## src/rtl/dom_dep_mult_pipe.sv

```systemverilog
// dom_dep_mult_pipe: two-stage 2-share DOM-dependent GF(2^2) normal-basis multiplier, LANES wide, valid/ready.
module dom_dep_mult_pipe #(
  parameter int LANES = 4,
  parameter int RAND_ON_STALL = 0
) (
  input  logic               clk,
  input  logic               rst_n,
  input  logic               in_valid,
  output logic               in_ready,
  input  logic [2*LANES-1:0] ax,
  input  logic [2*LANES-1:0] bx,
  input  logic [2*LANES-1:0] ay,
  input  logic [2*LANES-1:0] by,
  input  logic [2*LANES-1:0] z0,
  input  logic [2*LANES-1:0] z1,
  output logic               out_valid,
  input  logic               out_ready,
  output logic [2*LANES-1:0] aq,
  output logic [2*LANES-1:0] bq
);
  localparam int W = 2 * LANES;
  if (RAND_ON_STALL != 0) begin : g_bad_param
    $error("RAND_ON_STALL must be 0");
  end
  function automatic logic [1:0] mul(input logic [1:0] a, input logic [1:0] b);
    logic e;
    e = (a[1] ^ a[0]) & (b[1] ^ b[0]);
    return {(a[1] & b[1]) ^ e, (a[0] & b[0]) ^ e};
  endfunction
  logic         s1_valid, adv1, adv2, accept;
  logic [W-1:0] ax_r, bx_r, ya_r, yb_r, ta_r, tb_r;
  logic [W-1:0] ta_n, tb_n, y_m, qa_n, qb_n;
  assign adv2     = ~out_valid | out_ready;
  assign adv1     = ~s1_valid | adv2;
  assign in_ready = adv1;
  assign accept   = in_valid & in_ready;
  // y is recombined only from the two registered blinded shares
  assign y_m = ya_r ^ yb_r;
  for (genvar i = 0; i < LANES; i++) begin : g_lane
    assign ta_n[2*i+:2] = mul(ax[2*i+:2], z0[2*i+:2]) ^ z1[2*i+:2];
    assign tb_n[2*i+:2] = mul(bx[2*i+:2], z0[2*i+:2]) ^ z1[2*i+:2];
    assign qa_n[2*i+:2] = mul(ax_r[2*i+:2], y_m[2*i+:2]) ^ ta_r[2*i+:2];
    assign qb_n[2*i+:2] = mul(bx_r[2*i+:2], y_m[2*i+:2]) ^ tb_r[2*i+:2];
  end
  always_ff @(posedge clk) begin
    if (!rst_n) begin
      s1_valid  <= 1'b0;
      out_valid <= 1'b0;
      ax_r      <= '0;
      bx_r      <= '0;
      ya_r      <= '0;
      yb_r      <= '0;
      ta_r      <= '0;
      tb_r      <= '0;
      aq        <= '0;
      bq        <= '0;
    end else begin
      if (adv1) s1_valid <= accept;
      if (accept) begin
        ax_r <= ax;
        bx_r <= bx;
        ya_r <= ay ^ z0;
        yb_r <= by;
        ta_r <= ta_n;
        tb_r <= tb_n;
      end
      if (adv2) out_valid <= s1_valid;
      if (adv2 && s1_valid) begin
        aq <= qa_n;
        bq <= qb_n;
      end
    end
  end
endmodule

```

## config.mk

```make
export PLATFORM = sky130hd
export DESIGN_NAME = dom_dep_mult_pipe
export DESIGN_NICKNAME = d
export VERILOG_FILES = /design/src/rtl/dom_dep_mult_pipe.sv
export SDC_FILE = /design/constraint.sdc
export NUM_CORES = 1
export LEC_CHECK = 0
export ABC_AREA = 1
export BUFFER_PORTS_ARGS = -buffer_cell sky130_fd_sc_hd__buf_2
export CORE_AREA = 2 2 77 93
export CTS_BUF_LIST = sky130_fd_sc_hd__clkbuf_4 sky130_fd_sc_hd__clkbuf_8
export CTS_CLUSTER_SIZE = 30
export DETAILED_ROUTE_END_ITERATION = 16
export DIE_AREA = 0 0 79 95
export PLACE_DENSITY = 0.92
export SLEW_MARGIN = 20
export SYNTH_ARGS = -nofsm -noshare
export SYNTH_HDL_FRONTEND = slang
export SYNTH_SLANG_ARGS = --single-unit
```

## constraint.sdc

```tcl
create_clock -name clk -period 1.36 [get_ports clk]
set_clock_uncertainty 0.05 [all_clocks]
set_input_delay 0.272 -clock clk [delete_from_list [all_inputs] [get_ports clk]]
set_output_delay 0.272 -clock clk [all_outputs]
set_load 0.01 [all_outputs]
```

# After elaboration in Yosys (flattened, before gate mapping)
# Index checks and enable logic that the tools add are counted.
# Widths: inputs -> output; s select.
totals:
  ff_bits: 66
  word_cells: 138
  output_inout_bits: 18
classes:
  reduce_logical: 1
  bitwise: 127
op_table:
  columns: ["op", "n"]
  rows:
  - ["$xor 1x1->1", 56]
  - ["$and 1x1->1", 49]
  - ["$xor 2x2->2", 16]
  - ["$xor 8x8->8", 2]
  - ["$not 1->1", 2]
  - ["$or 1x1->1", 2]
  - ["$logic_and 1x1->1", 1]

# Logic depth before layout (Yosys ltp)
logic_depth:
  ltp_word: 5
  mapped_depth: 9
  mapped_depth_nobuf: 9

# Worst setup path before layout
# OpenSTA, ideal clock, no wires.
synth_path:
  path_type: "register -> register"
  startpoint: "reg out_valid"
  endpoint: "reg ax_r[2]"
  slack_ps: 109
  path_buffers: 2
  required_ps: 1194
  stages_incl_launch_ff: 8
  t_arrival_ps: 1086
  path_cell_list: "dfxtp_1 -> nand3_2 -> nand2_2 -> inv_2 -> buf_6 -> buf_6 -> nor2_1 -> nor2_1"
synth_via:
  elab_chain_len: 4
synth_rtl:
  columns: ["element", "line", "source"]
  rows:
  - ["start, declared", "16", "output logic out_valid,"]
  - ["start signal, assigned", "67", "if (adv2) out_valid <= s1_valid;"]
  - ["$not 1->1", "33", "assign adv2 = ~out_valid | out_ready;"]
  - ["$or 1x1->1", "33", null]
  - ["$or 1x1->1", "34", "assign adv1 = ~s1_valid | adv2;"]
  - ["named net in_ready", "9", "output logic in_ready,"]
  - ["$and 1x1->1", "36", "assign accept = in_valid & in_ready;"]
  - ["end signal, assigned", "49", "ax_r <= '0;"]
  - ["end signal, assigned", "60", "ax_r <= ax;"]
  - ["end, declared", "31", "logic [W-1:0] ax_r, bx_r, ya_r, yb_r, ta_r, tb_r;"]
# The timed path passes the listed nets, and every way through them passes these cells.
# A chain may end at the register's enable or synchronous reset.

# Worst setup path after layout
layout_path:
  startpoint: "reg out_valid"
  endpoint: "out in_ready"
layout_via:
  elab_chain_len: 3
layout_rtl:
  columns: ["element", "line"]
  rows:
  - ["$not 1->1", "33"]
  - ["$or 1x1->1", "33"]
  - ["$or 1x1->1", "34"]
  - ["end, declared", "9"]
# No other way between the ends.

==> impl_metrics.json <==
{
  "status": "finished, final reports clean",
  "fin_crit_sh_pct": 94.7,
  "worst_setup_path_end_kind": "output port",
  "layout-drive-gt1-share_pct": 18.1,
  "setup_violations": 0,
  "max_stage_delay_ns": 0.37,
  "synth_most_common_cell": "nand2_1",
  "required_ns": 1.04,
  "p_leak_nw": 2.26,
  "slowest_stage": "dfxtp_2",
  "io_pins": 70,
  "worstHoldPathCells": 3,
  "grt_max_degree": 33,
  "synth-edff-count": 0,
  "antenna_left": 0,
  "fp.dieH_microns": 95,
  "viasPerCell": 5.22,
  "drv_cap": 0,
  "yosys_register_bits": 66,
  "antenna_cells": 0,
  "cts.path.max_buffers": 2,
  "final_core_util_pct": 66.6,
  "portBuffers": 69,
  "multi_input_area_sq_mm": 0.00213,
  "ys_top_cells_by_count": "nand2_1, dfxtp_1, nor2_1",
  "syn-cell-area_sq_mm": 0.00374,
  "wl_per_cell_microns": 11.9,
  "ir_worst_vdd_uv": 639,
  "p_int_mw": 3.41,
  "drtPass1Iterations": 5,
  "clock_sinks": 66,
  "drv_slew": 0,
  "dp_hpwl_microns": 6240,
  "fillers": 556,
  "max_freq_mhz": 777,
  "grt_pass1_wl_microns": 14300,
  "placed_area_sq_mm": 0.00420,
  "grt-ovfl-total": 0,
  "worstSetupPathType": "reg -> out",
  "clk_pin_slew_worst_paths_ns": 0.07,
  "fin_area_sq_mm": 0.00445,
  "synth_area_leaders": "dfxtp_1, nand2_1, xor2_1",
  "drt_iter0_drc": 252,
  "p_clk_share_pct": 31.4,
  "crit_fanout": 4,
  "worstPathArrival_ns": 0.97,
  "vias": 3829,
  "r2r_cells": 6,
  "clk_latency_ns": 0.34,
  "row_count": 33,
  "dominantRegCellSynth": "dfxtp_1",
  "async_reset_ff_share_pct": 0,
  "die_area_sq_mm": 0.00751,
  "netSwitchingFraction_pct": 31.1,
  "syn_to_final_growth_pct": 19.0,
  "hold_buffers": 0,
  "fin_nets": 693,
  "grt_usage_pct": 24.0,
  "synth.distinct_cells": 18,
  "comb_power_share_pct": 23.5,
  "core_sq_mm": 0.00669,
  "final-hold-violation-count": 0,
  "period_needed_ns": 1.29,
  "syn_nets": 623,
  "grt_pass1_vias": 3542,
  "yosysSeqAreaShare_pct": 35.3,
  "cts_resized": 0,
  "cts_setup_buffers": 0,
  "drc": 0,
  "h-tree-depth": 3,
  "cp-start-kind": "register",
  "antenna_found_initial": 0,
  "netSwitchingPower_mw": 1.54,
  "synth.avg_cell_area_sq_um": 6.55,
  "post-synth-top-area-cell": "dfxtp_1",
  "netlist_instances": 571,
  "cts_tree": "yes",
  "final-seq-area_sq_mm": 0.00133,
  "power_density_mw_per_mm2": 1110,
  "cts-root-buf": "clkbuf_8",
  "yosysWarnings": 0,
  "die_x_microns": 79,
  "drt-total-wl_microns": 8750,
  "worstHoldPathType": "in -> reg",
  "netlist.area_leader.share_pct": 35.3,
  "path_cells": "nand3_2, buf_2",
  "start_util_pct": 55.9,
  "place.gp.congestion": 0.905,
  "p_seq_share_pct": 45.1,
  "slew-limit-headroom_pct": 75.4,
  "worst_pin_slew_ns": 0.367,
  "cts_made_buffers": 9
}
-- cell families after synthesis --
family          count (synthesis)  synth area share, %
compound gates                 99                 13.3
xor+xnor                       60                 14.0
buf+inv                        79                 8.93
simple gates                  267                 28.4
flops                          66                 35.3
-- power by group through the flow --
| stage | clock network (mW) | logic, mW | registers [mW] |
|---|---|---|---|
| 2_1_floorplan | 0 | 0.776 | 2.26 |
| 3_3_place_gp | 0 | 1.06 | 2.25 |
| 3_5_place_dp | 0 | 1.11 | 2.26 |
| 4_1_cts | 1.57 | 1.12 | 2.22 |
| 5_1_grt | 1.66 | 1.32 | 2.25 |
| 6_report | 1.55 | 1.16 | 2.23 |
-- flip-flops by register name, summed over array words and instances, names as in the netlist, 8 cells and up --
name	cells
ya_r	8
bx_r	8
ax_r	8
yb_r	8
aq	8
bq	8
tb_r	8
ta_r	8
-- stage by stage --
step / worst slack [ns] / setup TNS [ns] / power [mW] / hold slack (ns) / std cells
6_report: 0.0724 / 0 / 4.94 / 0.152 / 733
5_1_grt: -0.0109 / -0.0227 / 5.22 / 0.153 / 733
4_1_cts: 0.0136 / 0 / 4.91 / 0.143 / 733
3_5_place_dp: 0.0529 / 0 / 3.37 / 0.446 / 717
3_3_place_gp: 0.0690 / 0 / 3.32 / 0.435 / 717
2_1_floorplan: 0.109 / 0 / 3.03 / 0.350 / 571
-- layout by cell type, fill, tap and decap left out --
cell      count
nand2_1     155
buf_2        69
nor2_1       64
xor2_1       60
dfxtp_1      59
inv_1        58
o21ai_0      55
a21oi_1      42
nand3_1      34
clkbuf_8     12
nand3_2       7
nand2_2       7
dfxtp_2       7
buf_12        4
buf_4         4
clkbuf_4      2
clkinv_2      2
inv_2         1
clkinv_1      1
a21oi_2       1
o21ai_1       1
buf_6         1
-- path summary, 6_finish.rpt --
check	to	from	slack, ns
setup / recovery	in_ready	out_valid	0.07
hold / removal	ax_r[0]	ax[0]	0.15
setup reg to reg	ax_r[1]	out_valid	0.09
hold reg to reg	out_valid	out_valid	0.45
-- routing by layer --
metal,wire [microns],GRT usage [%],vias to the layer above
li1,-,-,1939
met1,3510,26.4,1710
met2,4470,43.4,147
met3,491,3.25,33
met4,291,15.1,0
met5,0,0,-
-- worst max-delay path, delay by kind of cell (launching register included) --
kind / cells / cell delay [ns]
and+or+nand+nor: 1 / 0.11
buffers and inverters: 1 / 0.15
DFF: 1 / 0.37
-- final cells by class --
type                       count  share of cell area, %
multi-input combinational    426                   47.9
sequential                    66                   29.9
clock buffer                  14                   4.05
inverter                      60                   5.06
timing repair buffer          78                   10.5
tap                           87                   2.45
clock inverter                 2                  0.225
No activity file was read; power rests on OpenSTA's default activity.
